$ cat src/rtl/sync_debounce_ctrl_if.sv
// Signal bundle for sync_debounce_ctrl: raw input and controls toward the
// block, qualified level, event pulses and busy back to the consumer.
interface sync_debounce_ctrl_if #(
  parameter int CNT_W = 16
);
  logic             async_in;
  logic             clr;
  logic [CNT_W-1:0] debounce_len;
  logic             level_out;
  logic             rise_pulse;
  logic             fall_pulse;
  logic             busy;

  modport master (
    output async_in, clr, debounce_len,
    input  level_out, rise_pulse, fall_pulse, busy
  );

  modport slave (
    input  async_in, clr, debounce_len,
    output level_out, rise_pulse, fall_pulse, busy
  );
endinterface

$ cat src/rtl/sync_debounce_ctrl.sv
// Synchronizes an asynchronous level, then requires it to stay stable for
// debounce_len extra samples before committing it with a one-cycle event pulse.
module sync_debounce_ctrl #(
  parameter int SYNC_STAGES = 2,
  parameter int CNT_W       = 16
) (
  input  logic                 clk,
  input  logic                 rst_n,
  sync_debounce_ctrl_if.slave  bus
);
  typedef enum logic {STABLE = 1'b0, QUAL = 1'b1} state_t;

  state_t                 state_q, state_d;
  logic [SYNC_STAGES-1:0] sync_q;
  logic                   synced;
  logic [CNT_W-1:0]       cnt_q, cnt_d;
  logic [CNT_W-1:0]       len_q;
  logic                   load_len;
  logic                   level_q, level_d;
  logic                   rise_q, rise_d;
  logic                   fall_q, fall_d;
  logic                   busy_q;

  // Synchronizer stage boundary: only the last flop feeds the qualifier.
  always_ff @(posedge clk or negedge rst_n) begin
    if (!rst_n) begin
      sync_q <= '0;
    end else if (bus.clr) begin
      sync_q <= '0;
    end else begin
      sync_q <= {sync_q[SYNC_STAGES-2:0], bus.async_in};
    end
  end

  assign synced = sync_q[SYNC_STAGES-1];

  always_comb begin
    state_d  = state_q;
    cnt_d    = cnt_q;
    level_d  = level_q;
    rise_d   = 1'b0;
    fall_d   = 1'b0;
    load_len = 1'b0;
    if (bus.clr) begin
      state_d = STABLE;
      cnt_d   = '0;
      level_d = 1'b0;
    end else begin
      case (state_q)
        STABLE: begin
          if (synced != level_q) begin
            if (bus.debounce_len == '0) begin
              level_d = synced;
              rise_d  = synced;
              fall_d  = ~synced;
            end else begin
              load_len = 1'b1;
              cnt_d    = {{(CNT_W-1){1'b0}}, 1'b1};
              state_d  = QUAL;
            end
          end
        end
        QUAL: begin
          if (synced == level_q) begin
            state_d = STABLE;
            cnt_d   = '0;
          end else if (cnt_q == len_q) begin
            level_d = synced;
            rise_d  = synced;
            fall_d  = ~synced;
            state_d = STABLE;
            cnt_d   = '0;
          end else begin
            cnt_d = cnt_q + 1'b1;
          end
        end
        default: begin
          state_d = STABLE;
          cnt_d   = '0;
        end
      endcase
    end
  end

  // Qualifier / output register boundary.
  always_ff @(posedge clk or negedge rst_n) begin
    if (!rst_n) begin
      state_q <= STABLE;
      cnt_q   <= '0;
      level_q <= 1'b0;
      rise_q  <= 1'b0;
      fall_q  <= 1'b0;
      busy_q  <= 1'b0;
    end else begin
      state_q <= state_d;
      cnt_q   <= cnt_d;
      level_q <= level_d;
      rise_q  <= rise_d;
      fall_q  <= fall_d;
      busy_q  <= (state_d == QUAL);
    end
  end

  // The length is only consulted inside QUAL, so it needs no reset.
  always_ff @(posedge clk) begin
    if (load_len) begin
      len_q <= bus.debounce_len;
    end
  end

  assign bus.level_out  = level_q;
  assign bus.rise_pulse = rise_q;
  assign bus.fall_pulse = fall_q;
  assign bus.busy       = busy_q;
endmodule

$ cat src/flat_wrapper.sv
// flat-port wrapper written by rule: the top's interface ports become plain ports
module sync_debounce_ctrl_flat 
#(
  parameter int SYNC_STAGES = 2,
  parameter int CNT_W       = 16
)
  (clk, rst_n, bus_async_in, bus_clr, bus_debounce_len, bus_level_out, bus_rise_pulse, bus_fall_pulse, bus_busy);
  sync_debounce_ctrl_if #(.CNT_W(CNT_W)) bus_i ();
  input  logic clk;
  input  logic rst_n;
  input wire logic [$bits(bus_i.async_in)-1:0] bus_async_in;
  input wire logic [$bits(bus_i.clr)-1:0] bus_clr;
  input wire logic [$bits(bus_i.debounce_len)-1:0] bus_debounce_len;
  output wire logic [$bits(bus_i.level_out)-1:0] bus_level_out;
  output wire logic [$bits(bus_i.rise_pulse)-1:0] bus_rise_pulse;
  output wire logic [$bits(bus_i.fall_pulse)-1:0] bus_fall_pulse;
  output wire logic [$bits(bus_i.busy)-1:0] bus_busy;
  assign bus_i.async_in = bus_async_in;
  assign bus_i.clr = bus_clr;
  assign bus_i.debounce_len = bus_debounce_len;
  assign bus_level_out = bus_i.level_out;
  assign bus_rise_pulse = bus_i.rise_pulse;
  assign bus_fall_pulse = bus_i.fall_pulse;
  assign bus_busy = bus_i.busy;
  sync_debounce_ctrl #(.SYNC_STAGES(SYNC_STAGES), .CNT_W(CNT_W)) u_core (.clk(clk), .rst_n(rst_n), .bus(bus_i));
endmodule
$ cat config.mk
export PLATFORM = sky130hd
export DESIGN_NAME = sync_debounce_ctrl_flat
export DESIGN_NICKNAME = d
export VERILOG_FILES = /design/src/rtl/sync_debounce_ctrl_if.sv /design/src/rtl/sync_debounce_ctrl.sv /design/src/flat_wrapper.sv
export SDC_FILE = /design/constraint.sdc
export NUM_CORES = 1
export LEC_CHECK = 0
export BUFFER_PORTS_ARGS = -buffer_cell sky130_fd_sc_hd__buf_2
export CORE_AREA = 2 2 52 66
export CTS_BUF_LIST = sky130_fd_sc_hd__clkbuf_8
export CTS_CLUSTER_DIAMETER = 30
export DETAILED_ROUTE_END_ITERATION = 8
export DIE_AREA = 0 0 54 68
export PLACE_DENSITY_LB_ADDON = 0.2
export RECOVER_POWER = 50
export SLEW_MARGIN = 20
export SYNTH_ARGS = -nofsm -noshare
export SYNTH_HDL_FRONTEND = slang
export SYNTH_SLANG_ARGS = --single-unit
$ cat constraint.sdc
create_clock -name clk -period 5.1 [get_ports clk]
set_clock_uncertainty 0.2 [all_clocks]
set_input_delay 1.02 -clock clk [delete_from_list [all_inputs] [get_ports clk]]
set_output_delay 1.02 -clock clk [all_outputs]
set_load 0.02 [all_outputs]
# Word-level counts from Yosys, hierarchy flattened
# Cells that the tools add are included.
# W data, S select, Z words.
[classes]
addsub = 1
eq_ne = 8
n_mux = 33
bitwise = 2
n_reduce_logical = 3
[ops]
columns = ["operator", "n"]
rows = [
  ["$mux W16", 5],
  ["$pmux W16 S2", 1],
  ["$mux W1", 22],
  ["$add A16 B1 Y16 const B", 1],
  ["$eq A16 B16 Y1", 1],
  ["$logic_not A16 Y1", 1],
  ["$ne A3 B3 Y1 const B", 3],
  ["$pmux W1 S2", 4],
  ["$ne A3 B2 Y1 const B", 2],
  ["$reduce_and A4 Y1", 1],
  ["$mux W2", 1],
  ["$not A1 Y1", 2],
  ["$reduce_and A2 Y1", 1],
  ["$eq A1 B1 Y1", 1],
  ["$ne A1 B1 Y1", 1],
]
[totals]
regBits = 38
inputBits = 20
output_inout_bits = 4
word_cells = 54

# Logic depth before layout (Yosys ltp)
[logic_depth]
ltp_word = 5
mapped_depth = 6
depth_no_buf = 6

# Worst setup path after synthesis
# OpenSTA, ideal clock, no wires.
[synth_path]
kind = "input to register"
from = "input bus_debounce_len[13]"
to = "register u_core.len_q[0], enable pin"
setup_ns = 0.391
t_arrival_ns = 2.400
required_time_ns = 4.509
slack_ns = 2.109
path_stages = 4
path_buffers = 1
path_cell_list = "nor4_2 -> a41oi_4 -> buf_2 -> nor2b_1"
[synth_via]
elab_chain_cells = 5
[synth_rtl]
columns = ["element", "line_no", "source"]
rows = [
  ["start, declared", "flat_wrapper.sv:13", "input wire logic [$bits(bus_i.debounce_len)-1:0] bus_debounce_len;"],
  ["$logic_not A16 Y1", "sync_debounce_ctrl.sv:52", "if (bus.debounce_len == '0) begin"],
  ["$mux W1", "sync_debounce_ctrl.sv:52", ""],
  ["$mux W1", "sync_debounce_ctrl.sv:51", "if (synced != level_q) begin"],
  ["$mux W1", "sync_debounce_ctrl.sv:49", "case (state_q)"],
  ["$mux W1", "sync_debounce_ctrl.sv:44", "if (bus.clr) begin"],
  ["via u_core.load_len", "sync_debounce_ctrl.sv:18", "logic load_len;"],
  ["end signal, assigned", "sync_debounce_ctrl.sv:107", "len_q <= bus.debounce_len;"],
  ["end, declared", "sync_debounce_ctrl.sv:17", "logic [CNT_W-1:0] len_q;"],
]
# The timed path passes the listed nets, and every way through them passes these cells.
# A chain may end at the register's enable or synchronous reset.

# Worst setup path after layout
[layout_path]
from = "input bus_clr"
to = "register u_core.cnt_q[9]"
[layout_via]
elab_chain_cells = 2
word_cells_on_any_way = 4
cone_classes = "eq/ne (2); mux (1); reduce/logical (1)"
[layout_rtl]
columns = ["element", "line_no", "source"]
rows = [
  ["start, declared", "flat_wrapper.sv:12", "input wire logic [$bits(bus_i.clr)-1:0] bus_clr;"],
  ["$ne A3 B3 Y1 (no line) / $ne A3 B2 Y1 (equally long branches)", "-", ""],
  ["$reduce_and A2 Y1 (no line)", "-", ""],
  ["end signal, assigned", "sync_debounce_ctrl.sv:96", "cnt_q <= cnt_d;"],
  ["end, declared", "sync_debounce_ctrl.sv:16", "logic [CNT_W-1:0] cnt_q, cnt_d;"],
]
# Parallel ways exist; a longest one is shown, timed or not.

==> flow_summary.json <==
{
  "postSynthAreaPerCell_um2": 12.1,
  "boundaryPins": 24,
  "cts-resized-gates": 0,
  "synthCells": 155,
  "r2r_cells": 3,
  "cts_hold_repair.buffers": 0,
  "grt_first_pass_wirelength_um": 5980,
  "floorplan.die_area_mm2": 0.00367,
  "crit-reg2reg-launch": "u_core.bus.level_out$_DFFE_PN0P_",
  "start_kind": "input port",
  "timing.critical_path.cells": "clkbuf_1 -> or2_1 -> o211ai_4 -> or4_1 -> a211oi_2",
  "post_synth_edffs": 16,
  "power_density_mw_per_mm2": 311,
  "place_ws_ns": 2.10,
  "rows": 23,
  "worstHoldEndpoint": "u_core.sync_q[1]$_DFF_PN0_",
  "worstSkewPairLatency_ns": 0.28,
  "synth.net_count": 176,
  "route.antenna.remaining_nets": 0,
  "ctsRootBufferMaster": "clkbuf_8",
  "fillers": 233,
  "layout_setup_ws_ns": 2.01,
  "cts_setup_buffers": 0,
  "htree_num_levels": 2,
  "wl_um": 3520,
  "worst_pin_slew_ns": 1.12,
  "overall_global_routing_usage_pct": 23.0,
  "buffer_ports.inserted": 23,
  "max_cap_violations": 0,
  "postSynth.topFlopCell": "dfrtp_1",
  "outcome": "finished clean",
  "power.static_leakage_nw": 0.825,
  "timing_hold_violations_final": 0,
  "numCtsBuffers": 5,
  "area_growth_syn_to_layout_pct": 14.0,
  "detail_route.drc_violations": 0,
  "period_minus_slack_ns": 3.09,
  "synthMostInstantiatedCell": "xor2_1",
  "flip_flop_and_latch_count_after_synthesis": 38,
  "worst-path-buf-inv": 1,
  "maximum_number_of_pins_on_one_net_before_global_route_repair": 23,
  "vdd_ir_drop_max_v": 0.000259,
  "tritoncts_clock_tree": "built",
  "first_global_vias": 1274,
  "viasPerCell": 5.97,
  "fmaxAchievable_mhz": 324,
  "area_of_the_placeable_core_mm2": 0.00311,
  "crit_path_end_kind": "register",
  "finish.net_count": 200,
  "max_slew_margin_pct": 25.7,
  "hp_class": "register to register",
  "num_vias": 1296,
  "antenna_cells": 0,
  "initial_utilization_pct": 60.6,
  "post_synth_design_cell_area_mm2": 0.00188,
  "hold_start": "u_core.sync_q[0]$_DFF_PN0_",
  "synth_top_area_share_pct": 29.2,
  "post_synth_main_area_contributors": "dfrtp_1 (29%), edfxtp_1 (26%), xor2_1 (12%)",
  "synth.top_cells.by_count": "xor2_1 (25), dfrtp_1 (22), edfxtp_1 (16), nor3_1 (10)",
  "routability_congestion_estimate": 0.781,
  "critical_path.reg2reg.endpoint": "u_core.len_q[0]$_DFFE_PP_",
  "clock_sink_count": 38,
  "worstPathRequired_ns": 5.10,
  "path_clk_slew_ns": 0.08,
  "report.final.slew_viol_count": 0,
  "drt_pre_antenna_iters": 4,
  "yosys_warnings": 0,
  "hold_path_depth": 1,
  "timing_worst_setup_path_type": "input port to register",
  "register_to_register_setup_slack_ns": 2.66,
  "yosysTopAreaCell": "dfrtp_1",
  "crit_arrival_ns": 3.09,
  "final.setup.tns_ns": 0,
  "setup_repair_after_global_routing_missed_its_margin": "no",
  "die-height_um": 68,
  "die_span_x_um": 54,
  "worst-path-max-fanout": 22,
  "seq_area_frac_synth_pct": 54.8,
  "total_power_uw": 667,
  "critical_path.slowest_cell": "clkbuf_1",
  "cp_top_family": "simple AND/OR/NAND/NOR gates",
  "cp_slowest_stage_delay_ns": 0.68,
  "max-clock-path-buffers": 2,
  "avgRoutedWirePerCell_um": 16.2,
  "synth-async-reset-ratio_pct": 57.9,
  "dr.first_iter.drc_count": 55,
  "post_route_cells_drive_above_1_share_pct": 13.3,
  "yosysUniqueCellTypes": 38,
  "grt_antenna_before_repair": 0,
  "layout_worst_path_cycle_share_pct": 60.6,
  "number_of_setup_violations_in_the_final_report": 0,
  "hpwlAfterDp_um": 2660,
  "grt_overflow": 0
}
[layout by cell type (no fill, tap or decap), types with 3 or more instances in the layout]
cell / n
o2111ai_1: 6
inv_1: 3
nand2_1: 6
nor3_1: 10
o21ai_0: 4
dfrtp_1: 22
xnor2_1: 3
nand2b_1: 3
a211oi_1: 3
nand4_1: 4
clkbuf_8: 6
or3_1: 3
clkbuf_1: 18
nor2_1: 5
nor2b_1: 3
xor2_1: 25
o211ai_1: 3
nor4_2: 4
buf_2: 5
edfxtp_1: 16
nor4_1: 4
and3_1: 3
[cells by family after synthesis]
group,count (synthesis),synth area share [%]
flip-flops,38,54.8
buffers and inverters,10,2.13
AO/OA/AOI/OAI,23,10.8
adder cells (fa/ha/maj),1,0.664
XOR/XNOR,28,13.0
multiplexers,2,1.13
AND/OR/NAND/NOR,53,17.5
[per-stage QoR]
step | hold slack [ns] | instances | utilization [%] | area (um2)
3_5_place_dp | 0.270 | 209 | 65.2 | 2030
4_1_cts | 0.292 | 217 | 69.8 | 2170
5_1_grt | 0.301 | 217 | 69.0 | 2150
6_report | 0.288 | 217 | 69.0 | 2150
2_1_floorplan | 0.239 | 155 | - | 1880
3_3_place_gp | 0.262 | 209 | 65.1 | 2020
[routing by layer]
layer  wire, um  GRT usage [%]
met1       1430           27.9
met5          0              0
met2       1870           39.6
met4         55           8.13
met3        169           5.24
[state kept, by name, indices dropped and copies added, names as in the netlist]
register               count
u_core.cnt_q              16
u_core.len_q              16
u_core.sync_q              2
u_core.bus.fall_pulse      1
u_core.bus.level_out       1
u_core.bus.rise_pulse      1
u_core.state_q             1
[where the power goes]
part | switching, mW | leakage [nW] | internal (mW)
clock | 0.103 | 0.0714 | 0.209
combinational | 0.0209 | 0.303 | 0.00907
sequential | 0.00275 | 0.450 | 0.323
[layout make-up]
type / count / area (um2) / area share (%)
flip-flops and latches: 38 / 1030 / 48.0
multi-input cells: 107 / 815 / 38.0
repair buffers: 24 / 100 / 4.66
clock buffers: 6 / 82.6 / 3.85
clock inverters: 2 / 60.1 / 2.80
well taps: 37 / 46.3 / 2.16
inverters: 3 / 11.3 / 0.525
[worst max path at each step]
| stage | from | to | slack [ns] | depth (start not counted) |
|---|---|---|---|---|
| floorplan | bus_debounce_len[13] | u_core.len_q[0]$_DFFE_PP_ | 2.11 | 4 |
| global placement | bus_clr | u_core.len_q[12]$_DFFE_PP_ | 1.80 | 3 |
| detailed placement | bus_clr | u_core.cnt_q[9]$_DFFE_PN0P_ | 2.10 | 5 |
| CTS | bus_clr | u_core.cnt_q[9]$_DFFE_PN0P_ | 2.40 | 5 |
| global route | bus_clr | u_core.cnt_q[11]$_DFFE_PN0P_ | 1.82 | 5 |
| finish | bus_clr | u_core.cnt_q[9]$_DFFE_PN0P_ | 2.01 | 5 |
Power figures use the tool's default switching activity.
